## src/rtl/pn_sequence_sync.sv

```systemverilog
`default_nettype none
// =============================================================================
// pn_sequence_sync : self-synchronising PN chip receiver (acquire, flywheel,
//                    lock/sync/bit-error reporting, saturating error count)
// Revision 1.0
// =============================================================================
module pn_sequence_sync #(
  parameter int             M           = 5,
  parameter logic [M-1:0]   TAPS        = 5'b10100,
  parameter logic [M-1:0]   SYNC_STATE  = 5'b11111,
  parameter int             LOCK_COUNT  = 16,
  parameter int             WINDOW      = 32,
  parameter int             LOSS_THRESH = 4,
  parameter int             ERR_W       = 16
) (
  input  logic             clk_i,
  input  logic             rst_ni,
  input  logic             in_valid_i,
  input  logic             in_bit_i,
  input  logic             clear_errors_i,
  output logic             locked_o,
  output logic             sync_bit_o,
  output logic             ref_bit_o,
  output logic             bit_error_o,
  output logic [ERR_W-1:0] err_count_o
);

  localparam int FILL_W  = $clog2(M + 1);
  localparam int MATCH_W = $clog2(LOCK_COUNT + 1);
  localparam int WIN_W   = $clog2(WINDOW + 1);
  localparam int WERR_W  = $clog2(LOSS_THRESH + 1);

  localparam logic [FILL_W-1:0]  FILL_DONE  = FILL_W'(M);
  localparam logic [MATCH_W-1:0] MATCH_DONE = MATCH_W'(LOCK_COUNT);
  localparam logic [WIN_W-1:0]   WIN_END    = WIN_W'(WINDOW);
  localparam logic [WERR_W-1:0]  WERR_LOSS  = WERR_W'(LOSS_THRESH);

  typedef enum logic [1:0] {
    ST_SEARCH = 2'd0,
    ST_VERIFY = 2'd1,
    ST_LOCKED = 2'd2
  } state_e;

  state_e             state_q, state_d;
  logic [M-1:0]       s_q, s_d;
  logic [FILL_W-1:0]  fill_q, fill_d;
  logic [MATCH_W-1:0] match_q, match_d;
  logic [WIN_W-1:0]   win_q, win_d;
  logic [WERR_W-1:0]  werr_q, werr_d;
  logic [ERR_W-1:0]   err_q, err_d;
  logic               ref_q, ref_d;
  logic               sync_q, sync_d;
  logic               berr_q, berr_d;

  logic               pred;
  logic               mismatch;
  logic [WERR_W-1:0]  werr_n;

  assign pred     = ^(s_q & TAPS);
  assign mismatch = (in_bit_i != pred);

  always_comb begin
    state_d = state_q;
    s_d     = s_q;
    fill_d  = fill_q;
    match_d = match_q;
    win_d   = win_q;
    werr_d  = werr_q;
    err_d   = err_q;
    ref_d   = ref_q;
    sync_d  = 1'b0;
    berr_d  = 1'b0;
    werr_n  = werr_q + WERR_W'(mismatch);

    if (in_valid_i) begin
      ref_d = pred;
      unique case (state_q)
        ST_SEARCH: begin
          s_d    = {s_q[M-2:0], in_bit_i};
          fill_d = fill_q + 1'b1;
          if (fill_d == FILL_DONE) begin
            state_d = ST_VERIFY;
            match_d = '0;
          end
        end
        ST_VERIFY: begin
          s_d = {s_q[M-2:0], in_bit_i};
          // An all-zero register predicts zeros forever and must never count.
          if ((s_q == '0) || mismatch) begin
            match_d = '0;
          end else begin
            match_d = match_q + 1'b1;
            if (match_d == MATCH_DONE) begin
              state_d = ST_LOCKED;
              err_d   = '0;
              win_d   = '0;
              werr_d  = '0;
            end
          end
        end
        ST_LOCKED: begin
          s_d    = {s_q[M-2:0], pred};
          sync_d = ({s_q[M-2:0], pred} == SYNC_STATE);
          win_d  = win_q + 1'b1;
          werr_d = werr_n;
          if (mismatch) begin
            berr_d = 1'b1;
            if (err_q != '1) err_d = err_q + 1'b1;
          end
          // The error on the final bit of a window still belongs to that window.
          if (win_d == WIN_END) begin
            win_d  = '0;
            werr_d = '0;
          end
          if (werr_n == WERR_LOSS) begin
            state_d = ST_SEARCH;
            fill_d  = '0;
          end
        end
        default: state_d = ST_SEARCH;
      endcase
    end

    if (clear_errors_i) err_d = '0;
  end

  always_ff @(posedge clk_i or negedge rst_ni) begin
    if (!rst_ni) begin
      state_q <= ST_SEARCH;
      s_q     <= '0;
      fill_q  <= '0;
      match_q <= '0;
      win_q   <= '0;
      werr_q  <= '0;
      err_q   <= '0;
      ref_q   <= 1'b0;
      sync_q  <= 1'b0;
      berr_q  <= 1'b0;
    end else begin
      state_q <= state_d;
      s_q     <= s_d;
      fill_q  <= fill_d;
      match_q <= match_d;
      win_q   <= win_d;
      werr_q  <= werr_d;
      err_q   <= err_d;
      ref_q   <= ref_d;
      sync_q  <= sync_d;
      berr_q  <= berr_d;
    end
  end

  assign locked_o    = (state_q == ST_LOCKED);
  assign sync_bit_o  = sync_q;
  assign ref_bit_o   = ref_q;
  assign bit_error_o = berr_q;
  assign err_count_o = err_q;

endmodule
`default_nettype wire

```

## config.mk

```make
export PLATFORM = sky130hd
export DESIGN_NAME = pn_sequence_sync
export DESIGN_NICKNAME = d
export VERILOG_FILES = /design/src/rtl/pn_sequence_sync.sv
export SDC_FILE = /design/constraint.sdc
export NUM_CORES = 1
export LEC_CHECK = 0
export ABC_AREA = 1
export CAP_MARGIN = 20
export CELL_PAD_IN_SITES_DETAIL_PLACEMENT = 1
export CELL_PAD_IN_SITES_GLOBAL_PLACEMENT = 1
export CORE_UTILIZATION = 46
export DETAILED_ROUTE_END_ITERATION = 10
export GPL_ROUTABILITY_DRIVEN = 0
export PLACE_DENSITY = 0.87
export RECOVER_POWER = 100
export SLEW_MARGIN = 0
export SYNTH_ARGS = -nofsm -noshare
export SYNTH_HDL_FRONTEND = slang
export SYNTH_SLANG_ARGS = --single-unit
```

## constraint.sdc

```tcl
create_clock -name clk_i -period 5.1 [get_ports clk_i]
set_input_delay 1.02 -clock clk_i [delete_from_list [all_inputs] [get_ports clk_i]]
set_output_delay 1.02 -clock clk_i [all_outputs]
set_load 0.02 [all_outputs]
```

# [Word-level counts from Yosys, hierarchy flattened]
# Cells that the tools add are included.
[totals] inputBits=5 register_bits=43 out_inout_bits=20 word_cells=80
[op_classes] n_eq_ne=17 add_sub_neg=5 n_mux=31 n_reduce_logical=17
[op_table] cell="$mux 16" count=6
[op_table] cell="$pmux 16 s2" count=1
[op_table] cell="$pmux 5 s2" count=2
[op_table] cell="$mux 6" count=3
[op_table] cell="$add 16x1->16 const B" count=1
[op_table] cell="$ne 16x16->1 const B" count=1
[op_table] cell="$mux 3" count=4
[op_table] cell="$pmux 3 s2" count=2
[op_table] cell="$pmux 6 s2" count=1
[op_table] cell="$eq 5x5->1 const B" count=2
[op_table] cell="$mux 5" count=2
[op_table] cell="$reduce_bool 2->1" count=5
[op_table] cell="$mux 2" count=4
[op_table] cell="$add 6x1->6 const B" count=1
[op_table] cell="$eq 3x3->1 const B" count=2
[op_table] cell="$eq 6x6->1 const B" count=1
[op_table] cell="$ne 2x2->1 const B" count=3
[op_table] cell="$ne 3x2->1 const B" count=2
[op_table] cell="$ne 3x3->1 const B" count=2
[op_table] cell="$pmux 2 s3" count=1
[op_table] cell="$reduce_and 3->1" count=2
[op_table] cell="$reduce_and 6->1" count=1
[op_table] cell="$add 5x1->5 const B" count=1
[op_table] cell="$logic_not 5->1" count=1
[op_table] cell="15 further kinds" count=19

# [Longest topological paths before layout]
[logic_depth] word_depth=7 ltp_mapped=13 ltp_nobuf=13

# [Worst setup path before layout]
# Ideal clock, no wire load.
[synth_path] kind="input to register" start="input in_bit_i" end="register state_q[1]" setup_ns=0.117 required_ns=4.983 stages=11 t_arrival_ns=2.093 path_buffers=0 slack_ns=2.889 path_cell_list="inv_1 -> nand3_2 -> nand2_2 -> ha_1 -> ha_1 -> nor2_1 -> nand2_1 -> nand2_1 -> nand2_1 -> o21ai_1 -> inv_1"
[synth_between] elab_chain_len=5 elab_cells_between_ends=7 cone_classes="add/sub: 1; eq/ne: 4; reduce/logical: 2"
[synth_rtl] element="start, declared" line_no="19" rtl="input logic in_bit_i,"
[synth_rtl] element="$ne 1x1->1 *" line_no="60" rtl="assign mismatch = (in_bit_i != pred);"
[synth_rtl] element="$add 3x1->3" line_no="73" rtl="werr_n = werr_q + WERR_W'(mismatch);"
[synth_rtl] element="$eq 3x3->1" line_no="115" rtl="if (werr_n == WERR_LOSS) begin"
[synth_rtl] element="$ne 2x1->1 (no source line)"
[synth_rtl] element="$reduce_and 5->1 (no source line) *"
[synth_rtl] element="end signal, assigned" line_no="140" rtl="state_q <= state_d;"
[synth_rtl] element="end, declared" line_no="44" rtl="state_e state_q, state_d;"
# Mark *: on every way between the ends. The rest lies on a longest branch, timed or not.
# A chain may end at the register's enable or synchronous reset.

# [Worst setup path in the final report]
[layout_path] start="register state_q[0]" end="output locked_o"
[layout_between] elab_chain_len=1
[layout_rtl] element="$eq 2x2->1" line_no="153" rtl="assign locked_o = (state_q == ST_LOCKED);"
[layout_rtl] element="end, declared" line_no="21" rtl="output logic locked_o,"
# No other way between the ends.

==> impl_metrics.json <==
{
  "status": "finished with violations",
  "violations": "max-capacitance violations, max-slew violations",
  "die_x_um": 80.46,
  "ys_ff_latch": 43,
  "clk_pin_slew_ps": 80,
  "vdd_drop_max_mv": 0.2150,
  "initial_core_util": 0.4782,
  "r2r_slack_ps": 2020,
  "maxCapViolCount": 1,
  "num_rows": 28,
  "drv_slew": 27,
  "min_from": "ref_bit_o$_DFFE_PN0P_",
  "crit_buf_inv": 3,
  "power.density_cell_area_nw_per_um2": 385.2,
  "ant_nets": 0,
  "synthesis.area_um2": 2831,
  "cts-htree-levels": 2,
  "grt_antenna_before_repair": 0,
  "finalSetupViolations": 0,
  "crit_start": "state_q[0]$_DFFE_PN0P_",
  "max_slew_margin": -0.001294,
  "syn_to_final_growth_pct": 10.38,
  "pre_cts_slack_ps": 1954,
  "seq_area_frac_synth": 0.3800,
  "endpoint_kind": "output port",
  "power_leakage_nw": 1.482,
  "hp-class": "flop to flop",
  "vias": 2611,
  "rr_worst_depth": 6,
  "cp_top_family": "buffers and inverters",
  "cp-start-kind": "flop",
  "grt_max_degree": 44,
  "synth_enable_flop_cells": 0,
  "power_mw": 1.204,
  "layout_setup_ws_ps": 1585,
  "fin_worst_skew_ps": 10.08,
  "dp_hpwl_um": 5374,
  "r2r-start": "state_q[0]$_DFFE_PN0P_",
  "avgViaCountPerCell": 5.417,
  "cts_hold_buf": 0,
  "yosys_warnings": 0,
  "tritoncts": "done",
  "final_layout_size_suffix_gt1_frac": 0.1007,
  "track_usage": 0.2552,
  "critPathKind": "flop to output port",
  "cts-root-buf": "clkbuf_8",
  "place_inst": 473,
  "max_freq_mhz": 284.5,
  "worstPathArrival_ps": 2500,
  "synth_cell_types": 32,
  "cts_buffer_depth": 2,
  "die_h_um": 80.46,
  "coreArea_um2": 5921,
  "drc": 0,
  "instances_no_fill": 482,
  "multiInputGateArea_um2": 1505,
  "finalCriticalPeriod_ps": 3515,
  "fill_cells": 777,
  "drt_iter0_drc": 95,
  "grt-ovfl-total": 0,
  "regArea_um2": 1076,
  "rsz0062_at_grt": "no",
  "tns_ps": 0,
  "syn-instance-count": 382,
  "fin_crit_sh": 0.6893,
  "syn_nets": 394,
  "cp_cell_sequence": "inv_2 > nand2_1 > inv_1 > clkdlybuf4s50_1",
  "crit_fanout": 23,
  "max_stage_delay_ps": 680,
  "io_pins": 25,
  "post_drt_wl_per_cell_um": 15.44,
  "async_reset_ff_frac": 1.000,
  "fp.dieArea_um2": 6473,
  "ys.flop_type": "dfrtp_1",
  "final_common_cell": "nand2_1",
  "cp_slowest_cell": "clkdlybuf4s50_1",
  "wirelength_um": 7442,
  "grt_pass1_wl_um": 12900,
  "cp.depth": 4,
  "cp.required_ps": 4080,
  "r2r_end": "err_count_o[14]$_DFFE_PN0P_",
  "cts_buffers": 5,
  "firstDrtPassIters": 4,
  "grt_pass1_vias": 2696,
  "crit_path_end": "locked_o",
  "nNetsFinal": 418,
  "cts.repair.resized": 0,
  "clkLatencyLatePin_ps": 300,
  "cts.sinks": 43,
  "syn_avg_cell_area_um2": 7.412,
  "io_buffer_count": 24,
  "tightest_slew_ps": 1502,
  "whs_ps": 509.2,
  "layout_common_cells": "nand2_1 (126), nor2_1 (45), dfrtp_1 (43), inv_1 (28)",
  "cts_setup_buffers": 0,
  "hold_viol": 0,
  "antenna-diode-count": 0
}
## worst min-delay path, delay by kind of cell (launching register included)
kind               cells  cell delay (ps)
DFF                    1              360
AOI/OAI and AO/OA      1               60
and+or+nand+nor        1               50
## how the worst min path moves through the flow
| stage | cells after the start | slack (ps) | end |
|---|---|---|---|
| final | 2 | 510 | ref_bit_o$_DFFE_PN0P_ |
| after global routing | 2 | 560 | werr_q[1]$_DFFE_PN0P_ |
| after CTS | 2 | 510 | ref_bit_o$_DFFE_PN0P_ |
| after detailed placement | 2 | 490 | werr_q[1]$_DFFE_PN0P_ |
| after global placement | 2 | 470 | ref_bit_o$_DFFE_PN0P_ |
| after floorplan | 2 | 450 | s_q[3]$_DFFE_PN0P_ |
## power by group
part	switching [mW]	internal (mW)
Sequential	0.0623	0.401
Clock	0.121	0.0959
Combinational	0.379	0.145
## per-layer routing
layer,share of wire,vias up,GRT usage
li1,-,1282,-
met1,0.46,1291,0.3259
met2,0.51,30,0.4500
met3,0.024,8,0.04205
met4,0.0099,0,0.05000
met5,0,-,0
## sequential cells by signal (all words and copies together), names as in the netlist
| signal | cells |
|---|---|
| state_q | 2 |
| win_q | 6 |
| ref_bit_o | 1 |
| sync_bit_o | 1 |
| err_count_o | 16 |
| fill_q | 3 |
| s_q | 5 |
| match_q | 5 |
| werr_q | 3 |
| bit_error_o | 1 |
## cells by family (layout without fill, tap and decap cells)
family                   Yosys count  after routing  share of synthesized area
AO/OA/AOI/OAI                     35             35                    0.08441
buffers and inverters             42             67                    0.06982
adder cells (fa/ha/maj)            7              7                    0.03093
AND/OR/NAND/NOR                  247            247                     0.4101
XOR/XNOR                           8              8                    0.02475
flip-flops                        43             43                     0.3800
## cell type report
class                      instances  area share
clock inverter                     2    0.004003
tap                               75     0.03002
inverter                          34     0.04083
clock buffer                       6     0.02322
multi-input combinational        297      0.4816
timing repair buffer              25     0.07606
sequential                        43      0.3443
## cells in the mapped netlist (2+ instances only)
cell type / number / area [um^2]
o21ai_0: 9 / 45.04
nand2_4: 4 / 45.04
nand3_1: 22 / 110.1
nand3_2: 2 / 20.02
buf_4: 2 / 15.01
inv_1: 26 / 97.59
xor2_1: 5 / 43.79
nand2_2: 12 / 75.07
o21ai_1: 9 / 45.04
ha_1: 7 / 87.58
nand4_1: 24 / 150.1
nand2_1: 123 / 461.7
nor3_1: 3 / 15.01
dfrtp_1: 43 / 1076
nor3b_1: 2 / 15.01
nor2_1: 45 / 168.9
inv_2: 8 / 30.03
nor2_2: 4 / 25.02
o21ai_2: 9 / 78.83
buf_2: 2 / 10.01
o21bai_1: 4 / 30.03
nor2_4: 2 / 22.52
xnor2_1: 3 / 26.28
buf_6: 4 / 45.04
## per-stage QoR
step           cell area [um^2]  utilization
2_1_floorplan              2831            -
3_3_place_gp               3090       0.5220
3_5_place_dp               3090       0.5220
4_1_cts                    3176       0.5363
5_1_grt                    3126       0.5279
6_report                   3126       0.5279
Note: power is estimated with default switching activity, not from simulation.
